===== config.mk =====
export PLATFORM = sky130hd
export DESIGN_NAME = serial_word_collector
export DESIGN_NICKNAME = d
export VERILOG_FILES = /design/src/rtl/serial_word_collector.sv
export SDC_FILE = /design/constraint.sdc
export NUM_CORES = 1
export LEC_CHECK = 0
export BUFFER_PORTS_ARGS = -buffer_cell sky130_fd_sc_hd__buf_2
export CAP_MARGIN = 20
export CORE_AREA = 5 5 59 55
export CTS_BUF_LIST = sky130_fd_sc_hd__clkbuf_2 sky130_fd_sc_hd__clkbuf_4 sky130_fd_sc_hd__clkbuf_8
export DETAILED_ROUTE_END_ITERATION = 10
export DIE_AREA = 0 0 64 60
export PLACE_DENSITY = 0.76
export REMOVE_ABC_BUFFERS = 1
export SLEW_MARGIN = 15
export SYNTH_ARGS = -nofsm -noshare
export SYNTH_HDL_FRONTEND = slang
export SYNTH_SLANG_ARGS = --single-unit

===== constraint.sdc =====
create_clock -name clk -period 2.2 [get_ports clk]
set_input_delay 0.44 -clock clk [delete_from_list [all_inputs] [get_ports clk]]
set_output_delay 0.44 -clock clk [all_outputs]
set_load 0.02 [all_outputs]

===== src/rtl/serial_word_collector.sv =====
// Serial-to-parallel word collector: gathers LENGTH bits LSB first and presents
// the finished word under a valid/ready handshake, flagging bits dropped while a word is held.
module serial_word_collector #(
  parameter int LENGTH = 8
) (
  input  logic              clk,
  input  logic              rst,
  input  logic              din,
  input  logic              din_valid,
  input  logic              clear,
  output logic [LENGTH-1:0] word_out,
  output logic              word_valid,
  input  logic              word_ready,
  output logic              busy,
  output logic              overrun
);

  localparam int CNT_W = $clog2(LENGTH + 1);

  typedef enum logic [1:0] {
    IDLE  = 2'd0,
    SHIFT = 2'd1,
    HOLD  = 2'd2
  } state_t;

  state_t            r_state, w_state_nxt;
  logic [CNT_W-1:0]  r_cnt, w_cnt_nxt;
  logic [LENGTH-1:0] r_shift, w_shift_nxt;
  logic [LENGTH-1:0] r_word, w_word_nxt;
  logic [LENGTH-1:0] w_assembled;
  logic              r_overrun, w_overrun_nxt;
  logic              w_accept;
  logic              w_last;

  // Partial word with the incoming bit dropped into the slot the counter points at.
  always_comb begin
    w_assembled = r_shift;
    for (int i = 0; i < LENGTH; i++) begin
      if (CNT_W'(i) == r_cnt) w_assembled[i] = din;
    end
  end

  // A held word blocks new bits unless it is being consumed in the same cycle.
  assign w_accept = din_valid && ((r_state != HOLD) || word_ready);
  assign w_last   = (r_cnt == CNT_W'(LENGTH - 1));

  always_comb begin
    w_state_nxt   = r_state;
    w_cnt_nxt     = r_cnt;
    w_shift_nxt   = r_shift;
    w_word_nxt    = r_word;
    w_overrun_nxt = r_overrun;
    if (clear) begin
      w_state_nxt   = IDLE;
      w_cnt_nxt     = '0;
      w_shift_nxt   = '0;
      w_overrun_nxt = 1'b0;
    end else begin
      if ((r_state == HOLD) && word_ready) w_state_nxt = IDLE;
      if ((r_state == HOLD) && din_valid && !word_ready) w_overrun_nxt = 1'b1;
      if (w_accept) begin
        if (w_last) begin
          w_word_nxt  = w_assembled;
          w_shift_nxt = '0;
          w_cnt_nxt   = '0;
          w_state_nxt = HOLD;
        end else begin
          w_shift_nxt = w_assembled;
          w_cnt_nxt   = r_cnt + CNT_W'(1);
          w_state_nxt = SHIFT;
        end
      end
    end
  end

  always_ff @(posedge clk) begin
    if (rst) begin
      r_state   <= IDLE;
      r_cnt     <= '0;
      r_shift   <= '0;
      r_word    <= '0;
      r_overrun <= 1'b0;
    end else begin
      r_state   <= w_state_nxt;
      r_cnt     <= w_cnt_nxt;
      r_shift   <= w_shift_nxt;
      r_word    <= w_word_nxt;
      r_overrun <= w_overrun_nxt;
    end
  end

  assign word_out   = r_word;
  assign word_valid = (r_state == HOLD);
  assign busy       = (r_state == SHIFT);
  assign overrun    = r_overrun;

endmodule

==> results summary, run 1 <==
The count of cell types in the netlist came out at 36. The first global-routing pass estimated 4.41 mm of wire. The worst setup path is captured at a flip-flop. The per-instance average area after synthesis is 10.3 µm². The maximum fanout along the worst path is 10.

Of the cells placed in the final design, the portion with a size suffix greater than 1 is 0.287. The initial antenna violation count came out at 0. Setup violations remaining at the end of the flow were counted as 0. After floorplanning, the core was divided into 18 placement rows. Setup repair after global routing left no endpoint under its margin. The critical path is of the flip-flop to flip-flop type. Data on the critical path is required at its endpoint by 2.45 ns. The die covers 3840 µm². Wires add up to 2.61 mm. Dividing total power by cell area gives a power density of around 580 nW/µm². The height of the chip came out at 60 µm.

The max-slew violation total from the final report came to 0. The maximum number of buffers from clock root to sink is 2. The startpoint identified for the worst hold timing path is rst. The transition time at the pin with the least slew margin is 0.606 ns. The power share of the clock group is 0.411. The count of cells resized by post-cts repair came out at 0. The critical path launch point type is a flip-flop. The area of the core is 2640 µm². The internal power of the cells totals 0.602 mW. The number of H-tree branching levels came out at 1. Of the total power, the share spent switching nets is 0.223. The via count of the first global-routing pass was 901. 17 I/O pins were placed. The routed wire length per instance is 16.4 µm.

The last weighted congestion value of the routability-driven placer came out at a little over 0.8. The worst hold slack is 0.382 ns. The count of final hold-check violations is 0. The global-route usage over all layers is 0.146.

The number of instances in the synthesized netlist is 119. The total negative setup slack is 0 ns. The number of synthesized register bits is 22. The horizontal die dimension came out at 64 µm.

The final period utilization came out at 0.699. Buffers inserted to repair hold after CTS numbered 0. The power spent charging and discharging nets is 0.173 mW.

The initial utilization of the core area, before any placement, comes to 0.465. The shortest clock period the worst path allows after layout is 1.54 ns. The clock skew after layout came out at 0.0185 ns.

The share of total power dissipated in sequential elements is 0.522. The number of DRC markers in iteration 0 is between 70 and 80. Across the run, the number of max-cap violations was 0.

The share of the Yosys chip area taken by registers is 0.359. The critical path startpoint is r_cnt[1]. The total of warnings raised by yosys is 0. The clock sink total came out at 22. Entering global routing, the biggest net connects 14 pins. The leakage component of the power came out at between 0.5 and 0.6 nW. The sum of net half-perimeters after detailed placement came out at between 1.5 and 2 mm. Data arrives at the worst endpoint at 1.79 ns. Dividing the detail-routed via count by the number of cells gives just over 6. The combinational power share is 0.067.

The peak supply drop is 0.507 mV. The number of synthesized flops with an enable pin came out at 0. The flip-flop cell with the highest count after synthesis is sky130_fd_sc_hd__dfxtp_1.

The worst relative slew slack came out at 0.594. The via count is 971. The post-synthesis async set-or-reset flop share is 0. The insertion delay of the later-clocked pin in the worst-skew pair came out at between 0.3 and 0.4 ns.

The classification of the worst-slack hold path is input port to flip-flop. Clock tree synthesis selected as its root buffer the cell sky130_fd_sc_hd__clkbuf_4. The final routed DRC violation total came out at 0.

The buffers inserted during post-CTS setup optimization came out at 0. The number of buffers created by CTS came out at 3. The area added between synthesis and finish is 8.27%. TritonCTS built the clock tree. The number of buffers inserted by port buffering came out at 16. The maximum frequency from static timing analysis came out at approximately 650 MHz.

After clock tree synthesis, the clock-pin slew on the worst setup and hold paths is 0.14 ns. The register-to-register setup slack is ~0.66 ns. The netlist area before placement came out at approximately 1200 µm². The remaining number of nets flagged by the antenna check after routing is 0.

The worst register-to-register path begins at r_cnt[1]. Global routing finished with a remaining overflow of 0. The first detailed-routing pass took 4 iterations. The number of nets in the finished design came out at 140. The diode insertion count for antenna repair came out at 0. The run finished with clean final reports.
## power by group through the flow
stage | sequential, mW | combinational, mW | clock [mW]
3_3_place_gp | 0.413 | 0.0496 | 0
4_1_cts | 0.405 | 0.0514 | 0.322
3_5_place_dp | 0.413 | 0.0512 | 0
5_1_grt | 0.405 | 0.0565 | 0.340
2_1_floorplan | 0.413 | 0.0301 | 0
6_report | 0.405 | 0.0518 | 0.318
## layout make-up
type | instances | area, µm²
inverter | 5 | 18.8
timing repair buffer | 17 | 87.6
fill | 237 | 1310
sequential | 22 | 440
clock inverter | 1 | 30.0
clock buffer | 3 | 22.5
multi-input combinational | 81 | 691
tap | 30 | 37.5
## Yosys cell counts, types with 3 or more instances
cell type | count | area share
sky130_fd_sc_hd__a211oi_1 | 7 | 0.043
sky130_fd_sc_hd__nor3b_2 | 6 | 0.061
sky130_fd_sc_hd__buf_2 | 4 | 0.016
sky130_fd_sc_hd__a21oi_1 | 6 | 0.024
sky130_fd_sc_hd__buf_6 | 3 | 0.028
sky130_fd_sc_hd__nand3b_1 | 3 | 0.018
sky130_fd_sc_hd__o31ai_1 | 3 | 0.018
sky130_fd_sc_hd__inv_1 | 5 | 0.015
sky130_fd_sc_hd__a31oi_1 | 7 | 0.036
sky130_fd_sc_hd__o41ai_2 | 5 | 0.066
sky130_fd_sc_hd__dfxtp_1 | 22 | 0.36
sky130_fd_sc_hd__mux2i_1 | 8 | 0.065
sky130_fd_sc_hd__ha_1 | 4 | 0.041
sky130_fd_sc_hd__nor2_1 | 3 | 0.0092
sky130_fd_sc_hd__o211ai_1 | 7 | 0.043
## critical path, stage by stage (launching register included)
cell	delay, ns
sky130_fd_sc_hd__dfxtp_1	0.41
sky130_fd_sc_hd__ha_1	0.26
sky130_fd_sc_hd__and4b_1	0.44
sky130_fd_sc_hd__a31oi_1	0.13
sky130_fd_sc_hd__a211oi_1	0.23
## cell usage in the layout, fill, tap and decap left out, types with 4 or more instances in the layout
cell type	instances
sky130_fd_sc_hd__ha_1	4
sky130_fd_sc_hd__buf_2	16
sky130_fd_sc_hd__a31oi_1	7
sky130_fd_sc_hd__o211ai_1	7
sky130_fd_sc_hd__a21oi_1	6
sky130_fd_sc_hd__inv_1	5
sky130_fd_sc_hd__nor3b_2	6
sky130_fd_sc_hd__o41ai_2	5
sky130_fd_sc_hd__dfxtp_1	22
sky130_fd_sc_hd__mux2i_1	8
sky130_fd_sc_hd__a211oi_1	7
## sequential cells by signal (all words and copies together), names as in the netlist
signal and count:
overrun 1, r_cnt 4, r_shift 7, r_state 2, word_out 8
## path summary, 6_finish.rpt
kind,endpoint,cells past startpoint
hold / removal,word_out[7],2
setup / recovery,word_out[4],4
hold reg to reg,overrun,2
setup reg to reg,word_out[4],4
## kinds of logic (layout without fill, tap and decap cells)
group | count (synthesis) | count (layout) | share of synthesized area
AOI/OAI and AO/OA | 41 | 41 | 0.269
adders and majority gates | 4 | 4 | 0.0408
buffers and inverters | 16 | 26 | 0.0776
DFF | 22 | 22 | 0.359
muxes | 8 | 8 | 0.0653
and+or+nand+nor | 28 | 28 | 0.188
## through the flow
| step | total power, mW | util | std cells | instance area, µm² | worst slack [ns] |
|---|---|---|---|---|---|
| 5_1_grt | 0.802 | 0.504 | 159 | 1330 | 0.501 |
| 6_report | 0.775 | 0.504 | 159 | 1330 | 0.662 |
| 3_3_place_gp | 0.463 | 0.484 | 155 | 1270 | 0.585 |
| 3_5_place_dp | 0.465 | 0.484 | 155 | 1270 | 0.534 |
| 2_1_floorplan | 0.443 | - | 108 | 1150 | 0.735 |
| 4_1_cts | 0.778 | 0.504 | 159 | 1330 | 0.633 |
## routing by layer
metal | part of all wire | GRT usage | up-vias
li1 | - | - | 484
met1 | 0.46 | 0.198 | 459
met2 | 0.48 | 0.225 | 22
met3 | 0.036 | 0.0301 | 6
met4 | 0.020 | 0.0623 | 0
met5 | 0 | 0 | -
(Power assumes the default switching activity.)
==> inputs of run 2 (changes only) <==
- PLACE_DENSITY: 0.76 -> 0.79
- clock period: 2.2 -> 1.25 ns (I/O delays scaled with it)
==> run 2 against run 1 <==
Effect of this change:
- the flow now finishes with violations (setup timing)
- non-clock buffer count grew 31
- via count grew 25%
- cell area grew 40%
- sequential power grew 75%
- register-to-register slack lost 0.79 ns
- setup slack lost 0.79 ns
- first-iteration DRC count grew 37%
- global-route usage grew 5.0 points
- total power grew 66%
- combinational power grew to 3.3 times the previous value
- cell count grew 20%
- sequential share of layout area shrank 8.5 points
- critical path type unchanged
- largest cell class unchanged
==> results summary, run 2 (synthesis results as in run 1) <==
The via count came out at 1213 (+25%). The largest delay contributor family on the critical path is flip-flops. The count of endpoints failing setup in the final report is 19 (+19). The placement row count was 18 (unchanged). The part of the total power dissipated in sequential elements is 0.552 (+0.030). The area growth from synthesis to layout is 51.2%. The worst relative slew slack came out at 0.781 (+0.187).

The library cell used most frequently in the layout, excluding fill and tap cells, is sky130_fd_sc_hd__buf_4. The horizontal die dimension came out at 64 µm (unchanged). The maximum number of pins on one net before global-route repair came out at 13 (-1). The signal arrival time at the worst endpoint is 1.59 ns (-0.20 ns).

The number of iterations in the first detailed-routing pass came out at 5 (+1). The worst path setup slack after routing came out at -0.133 ns (-0.794 ns). The combinational power share came out at 0.135 (+0.068). The cell count after placement is 176 (+14%). The number of DRC markers in iteration 0 is 107 (+37%). The hold buffer count at CTS was 0 (unchanged).

The clock skew after layout is 0.00531 ns (-0.0132 ns). The insertion delay of the later-clocked pin in the worst-skew pair was 0.32 ns (about the same). The via count of the first global-routing pass is 1215 (+35%). The min-delay analysis places its worst path in the category input port to flip-flop. The number of H-tree branching levels is 1 (unchanged). The peak supply drop is 0.697 mV (+38%). The maximum fanout along the worst path was 4 (-6).

The final routed DRC violation total is 0 (unchanged). The share of cells above drive strength 1 is 0.665 (+0.378). The routed wire length is 3.92 mm (+50%). The number of buffers inserted by port buffering came out at 16 (unchanged). The cell sitting at the root of the clock tree is a sky130_fd_sc_hd__clkbuf_4. The total die area came out at 3840 µm² (unchanged). The slowest stage of the critical path is the sky130_fd_sc_hd__dfxtp_4 cell. The leakage component of the power is 0.735 nW (+40%). The clock edge transition at the registers on the reported setup and hold paths is 0.12 ns (-0.02 ns). The count of final hold-check violations is 0 (unchanged). The initial core utilization is 0.465 (unchanged). The total power divided by cell area came out at 692 nW/µm² (+19%).

The critical path launch point type is a flip-flop. The transition time at the pin with the least slew margin came out at 0.326 ns (-0.281 ns). The number of nets in the finished design came to 172 (+23%). The worst hold slack is 0.269 ns (-0.113 ns). The sum of net half-perimeters after detailed placement was 2.40 mm (+25%). The height of the chip came out at 60 µm (unchanged). The I/O pin count is 17 (unchanged). The shortest clock period the worst path allows after layout was 1.38 ns (-0.156 ns). The max-slew violation total from the final report was 0 (unchanged). The internal power component is 0.955 mW (+59%). In the layout the commonest cells are sky130_fd_sc_hd__buf_4 (23), sky130_fd_sc_hd__dfxtp_1 (17), sky130_fd_sc_hd__buf_2 (14), sky130_fd_sc_hd__buf_6 (9), sky130_fd_sc_hd__o211ai_1 (7).

The last weighted congestion value of the routability-driven placer is 0.926 (+11%). The sum of buffers and inverters on the critical path came to 1 (+1). The total negative setup slack was -1.53 ns (-1.53 ns). The flip-flop count of the largest register, all copies and words added came to 8 (unchanged). The clock sink total is 22 (unchanged). The diode insertion count for antenna repair was 0 (unchanged). The number of maximum-capacitance constraint violations is 0 (unchanged).

The signal on the critical path passes through buf_4 -> ha_2 -> nor3b_2 -> mux2i_1 -> a211oi_1. The final reports fail on setup timing. The critical path required time came out at 1.46 ns (-0.99 ns). The post-route non-filler standard cell count is 191 (+20%). The number of buffers created by CTS came to 3 (unchanged). The wire length of the first global-routing pass came to 5.89 mm (+33%). The switching part of the total power came out at 0.255 (+0.0328).

The run finished, with violations left. The remaining number of nets flagged by the antenna check after routing is 0 (unchanged). The residual overflow from global routing was 0 (unchanged). The power spent charging and discharging nets came out at 0.328 mW (+90%). The power share of the clock group came out at 0.313 (-0.098). The TritonCTS clock tree is built. The final period utilization is 1.11 (+0.407).

The minimum setup slack after placement came out at -0.204 ns (-0.739 ns). The startpoint-to-endpoint class of the critical path is flip-flop to flip-flop. The initial antenna violation count came to 0 (unchanged).

The largest stage delay on the critical path came out at 0.40 ns (-0.04 ns). The worst setup path is captured at a flip-flop. The area of the core came out at 2640 µm² (unchanged).

The maximum number of buffers from clock root to sink is 2 (unchanged). The routed wire length per instance is 20.5 µm (+25%). The final total power came out at 1.28 mW (+66%). The global-route usage over all layers came to 0.196 (+0.0505). The maximum frequency from static timing analysis is 723 MHz (+11%). Setup repair after global routing could not meet its margin everywhere.

The detail-routed via count per cell is 6.35 (+4.0%).
run 2: cell count changes in the layout (fill, tap and decap cells not counted), moves of 4 or more:
cell / change
sky130_fd_sc_hd__mux2i_2: +5
sky130_fd_sc_hd__dfxtp_1: -5
sky130_fd_sc_hd__ha_1: -4
sky130_fd_sc_hd__mux2i_1: -6
sky130_fd_sc_hd__buf_4: +22
sky130_fd_sc_hd__dfxtp_4: +4
sky130_fd_sc_hd__buf_6: +9
run 2: power by group through the flow:
stage	logic, mW	clock network [mW]	registers [mW]
after floorplan	0.0530	0	0.726
after global placement	0.124	0	0.726
after detailed placement	0.129	0	0.727
after CTS	0.155	0.408	0.709
after global routing	0.182	0.446	0.710
final	0.173	0.402	0.708
run 2: metrics by stage:
stage / util / area (µm²)
finish: 0.704 / 1850
global route: 0.704 / 1850
CTS: 0.640 / 1690
detailed placement: 0.553 / 1460
global placement: 0.553 / 1460
floorplan: - / 1150
run 2: worst register-to-register path: stages (launching register included):
cell and delay [ns]:
sky130_fd_sc_hd__dfxtp_4 0.40, sky130_fd_sc_hd__buf_4 0.11, sky130_fd_sc_hd__ha_2 0.16, sky130_fd_sc_hd__nor3b_2 0.18, sky130_fd_sc_hd__mux2i_1 0.32, sky130_fd_sc_hd__a211oi_1 0.12
run 2: path summary, 6_finish.rpt:
kind / end / depth (start not counted) / slack [ns] / from
setup reg to reg: word_out[2] / 5 / -0.13 / r_cnt[1]
setup / recovery: word_out[2] / 5 / -0.13 / r_cnt[1]
hold reg to reg: word_out[7] / 2 / 0.49 / word_out[7]
hold / removal: word_out[0] / 3 / 0.27 / rst
run 2: layout make-up:
| class | count | area [µm²] |
|---|---|---|
| Clock buffer | 4 | 36.3 |
| Inverter | 5 | 21.3 |
| Tap cell | 30 | 37.5 |
| Fill cell | 183 | 781 |
| Sequential cell | 22 | 457 |
| Multi-Input combinational cell | 82 | 918 |
| Timing Repair Buffer | 48 | 384 |
run 2: repair_timing:
item / 4_1_cts / 5_1_grt
endpoints found under the setup margin: 22 / 22
resized for setup: 42 / 23
buffers inserted: 4 / 6
pin swaps: 10 / 5
gates cloned: 1 / 1
run 2: metal layers:
metal	track usage	part of all wire	vias to the layer above	wire, µm
met5	0	0	-	0
met4	0.0475	0.024	0	95
met3	0.0620	0.077	14	303
met2	0.359	0.53	61	2090
met1	0.223	0.37	592	1440
li1	-	-	546	-
==> inputs of run 3 (changes only) <==
- ABC_AREA: default -> 1
- CORE_AREA: 5 5 59 55 -> 5 5 56 53
- DIE_AREA: 0 0 64 60 -> 0 0 61 58
- PLACE_DENSITY: 0.79 -> 0.77
- clock period: 1.25 -> 1.3 ns (I/O delays scaled with it)
==> run 3 against run 2 <==
Effect of this change:
- the flow now finishes without violations
- synthesized cell count is 34% higher
- non-clock buffer count down 22
- utilization is 12 points lower
- total power down 8.3%
- cell area is 26% lower
- routed wire length is 34% lower
- sequential share of layout area rose by 9.4 points
- first-iteration DRC count is 68% lower
- cell count up 13%
- critical path type is now flip-flop to output pin
- critical endpoint is now word_valid
- largest power group unchanged
==> results summary, run 3 <==
The worst hold slack is 0.241 ns (-0.0283 ns). The depth of the worst register-to-register path came to 6 (+1). The maximum fanout along the worst path came out at 4 (unchanged). Among all flip-flop cells after synthesis, the most frequent one is sky130_fd_sc_hd__dfxtp_1. The detail-routed via count per cell came out at 4.92 (-23%).

The maximum number of pins on one net before global-route repair is 13 (unchanged). The cell taking the most area after synthesis is sky130_fd_sc_hd__dfxtp_1. The via count of the first global-routing pass came out at 1010 (-17%). The area of the core is 2340 µm² (-11%). The worst setup path is captured at an output pin.

The most common cell after layout, fill and taps aside is sky130_fd_sc_hd__nand2_1. By count the netlist is led by sky130_fd_sc_hd__nand2_1 (50), sky130_fd_sc_hd__dfxtp_1 (23), sky130_fd_sc_hd__nor2_1 (21). The internal power component came out at 0.886 mW (-7.2%). The via count is 1062 (-12%). The count of final hold-check violations came out at 0 (unchanged). The most critical setup path has its endpoint at word_valid. The critical path required time is 1.04 ns (-0.42 ns). The critical path launch point type is a flip-flop. The routed wire length is 2.60 mm (-34%). The startpoint identified for the worst hold timing path is rst. The max-slew violation total from the final report is 0 (unchanged).

The hold buffer count at CTS was 0 (unchanged). The worst relative slew slack is 0.812 (+0.0310). The part of the total power dissipated in sequential elements came out at 0.610 (+0.058). The leakage component of the power was 0.637 nW (-13%). The transition time at the pin with the least slew margin was 0.281 ns (-0.0449 ns). The maximum number of buffers from clock root to sink came to 2 (unchanged). The number of maximum-capacitance constraint violations is 0 (unchanged). The sum of net half-perimeters after detailed placement is 1.85 mm (-23%). The I/O pin count came to 17 (unchanged). The area fraction of the dominant cell type after synthesis is 0.409 (+0.0502). The standard cell with the maximum stage delay on the critical path is sky130_fd_sc_hd__dfxtp_2. The shortest clock period the worst path allows after layout came out at between 1 and 1.5 ns. The placement row count is 17 (-1).

The post-route non-filler standard cell count is 216 (+13%). The netlist area before placement is 1120 µm² (-8.3%). The power share of the clock group came out at 0.306 (-0.007). The count of endpoints failing setup in the final report is 0 (-19).

The horizontal die dimension came to 61 µm (-4.7%). The number of H-tree branching levels was 1 (unchanged). Yosys attributes the largest share of cell area to sky130_fd_sc_hd__dfxtp_1 (41%), sky130_fd_sc_hd__nand2_1 (17%), sky130_fd_sc_hd__nor2_1 (7.0%). The number of iterations in the first detailed-routing pass is 4 (-1). The total power divided by cell area came out at 858 nW/µm² (+24%). The final period utilization came out at 0.953.

The buffer cell driving the clock tree root is sky130_fd_sc_hd__clkbuf_4. The total die area came out at 3540 µm² (-7.9%). The final total power is 1.18 mW (-8.3%). The clock edge transition at the registers on the reported setup and hold paths came to 0.12 ns (about the same).

The largest stage delay on the critical path came out at 0.35 ns (-0.05 ns). The wire length of the first global-routing pass is 4.28 mm (-27%). Among cell families on the critical path, the largest total delay comes from flip-flops. The number of synthesized flops with an enable pin is 0 (unchanged). The height of the chip came out at 58 µm (-3.3%). The number of buffers created by CTS is 3 (unchanged). Walking the worst path, the cells encountered are inv_2 -> nand2_1 -> inv_2 -> buf_6.

The final routed DRC violation total is 0 (unchanged). The total of fill cells in the finished design came to 223 (+22%). The combinational power share is 0.084 (-0.051). The peak supply drop is 0.838 mV (+20%).

The register-to-register setup slack is 0.08 ns (+0.21 ns). The classification of the worst-slack hold path is input port to flip-flop. The initial core utilization was 0.481 (+0.0154).

The power spent charging and discharging nets is 0.290 mW (-11%). The number of buffers inserted by port buffering is 16 (unchanged). The TritonCTS clock tree is built. The number of instances in the synthesized netlist is 160 (+34%). The global-route usage over all layers came out at 0.158 (-0.0388). In the layout the commonest cells are sky130_fd_sc_hd__nand2_1 (49), sky130_fd_sc_hd__nor2_1 (21), sky130_fd_sc_hd__dfxtp_1 (18), sky130_fd_sc_hd__buf_2 (15), sky130_fd_sc_hd__inv_1 (13). The endpoint identified for the worst register-to-register timing path is r_shift[6]. The number of synthesized register bits came out at 23 (+4.5%). Based on the critical path, the design can be clocked at up to a little over 800 MHz.

The flow ran to the end, and the final reports show no timing, DRC or antenna violations. The residual overflow from global routing came out at 0 (unchanged). The diode insertion count for antenna repair came out at 0 (unchanged). In this design, the critical path's most frequently occurring cell is sky130_fd_sc_hd__inv_2. The clock skew after layout is 0.00175 ns (-0.00356 ns).

The most critical setup path has its startpoint at r_state[0]. The per-instance average area after synthesis was 7.03 µm² (-32%). The logic depth of the worst path, buffers included came out at 4 (-1). The insertion delay of the later-clocked pin in the worst-skew pair came out at 0.32 ns (about the same). The startpoint identified for the worst register-to-register timing path is r_cnt[1]. The signal arrival time at the worst endpoint came to 0.98 ns (-0.61 ns). The total of warnings raised by yosys came out at 0 (unchanged). The count of cell types in the netlist is 23 (-36%).

Among all cell types in the netlist, the one instantiated most often is sky130_fd_sc_hd__nand2_1. The share of cells above drive strength 1 is 0.293 (-0.372). The switching part of the total power came to 0.247 (-0.00871). The last weighted congestion value of the routability-driven placer is 0.768 (-17%). The post-synthesis async set-or-reset flop share came out at 0 (unchanged). The routed wire length per instance was 12.0 µm (-42%). The area growth from synthesis to layout is 21.9%. The clock sink total is 23 (+4.5%). The remaining number of nets flagged by the antenna check after routing came out at 0 (unchanged). The sequential cell area fraction in the yosys report came out at 0.409 (+0.0502).

The number of DRC markers in iteration 0 came out at 34 (-68%). The sum of buffers and inverters on the critical path came to 3 (+2). The number of nets in the finished design came out at 199 (+16%).

The initial antenna violation count is 0 (unchanged). The worst setup path is of the flip-flop to output pin kind. The cell count after placement came out at 210 (+19%).
run 3: cell type report:
cell class,instances,area [µm²],area share
tap,28,35.0,0.0255
sequential,23,467,0.340
multi-input combinational,112,587,0.428
timing repair buffer,26,161,0.118
clock buffer,4,30.0,0.0219
inverter,23,91.3,0.0666
run 3: cells by family (layout without fill, tap and decap cells):
| family | after synthesis | after routing | synth area share |
|---|---|---|---|
| AOI/OAI and AO/OA | 24 | 24 | 0.110 |
| xor gates and xnor gates | 1 | 1 | 0.00779 |
| adders and majority gates | 4 | 4 | 0.0445 |
| buffers and inverters | 26 | 53 | 0.105 |
| DFF | 23 | 23 | 0.409 |
| and+or+nand+nor | 82 | 83 | 0.324 |
run 3: stage by stage:
step	cell area [µm²]	util	setup TNS, ns	worst slack, ns
2_1_floorplan	1090	-	0	0.0724
3_3_place_gp	1280	0.546	0	0.0420
3_5_place_dp	1280	0.546	-0.209	-0.0518
4_1_cts	1340	0.571	0	0.000559
5_1_grt	1370	0.586	-0.0456	-0.0163
6_report	1370	0.586	0	0.0605
run 3: routing by layer:
layer,wire (µm),GRT usage,up-vias
met5,0,0,-
met4,25,0.00929,0
met3,166,0.0490,4
met2,1300,0.278,31
met1,1100,0.196,476
li1,-,-,551
run 3: power groups by stage:
stage,clock network (mW),logic [mW],registers [mW]
floorplan,0,0.0517,0.730
global placement,0,0.0887,0.730
detailed placement,0,0.0916,0.731
CTS,0.364,0.0957,0.715
global route,0.387,0.110,0.719
finish,0.360,0.0988,0.718
run 3: worst min path at each step:
| stage | endpoint | cells past startpoint | slack, ns |
|---|---|---|---|
| after floorplan | r_shift[7] | 2 | 0.41 |
| after global placement | r_shift[7] | 2 | 0.42 |
| after detailed placement | r_shift[7] | 2 | 0.43 |
| after CTS | r_cnt[0] | 4 | 0.24 |
| after global routing | r_cnt[0] | 4 | 0.27 |
| final | r_cnt[0] | 4 | 0.24 |
run 3: repair_timing:
item / in CTS / in global routing
endpoints found under the setup margin: 11 / 18
buffers inserted: 0 / 1
gates resized for setup: 4 / 13
cloned: 1 / 0
pin swaps: 1 / 0
endpoints found under the hold margin: 0 / 0
run 3: worst register-to-register path, delay by kind of cell (launching register included):
kind	cells	cell delay, ns
AO/OA/AOI/OAI	1	0.14
adder cells (fa/ha/maj)	1	0.18
buffers and inverters	1	0.09
flip-flops	1	0.37
AND/OR/NAND/NOR	3	0.39
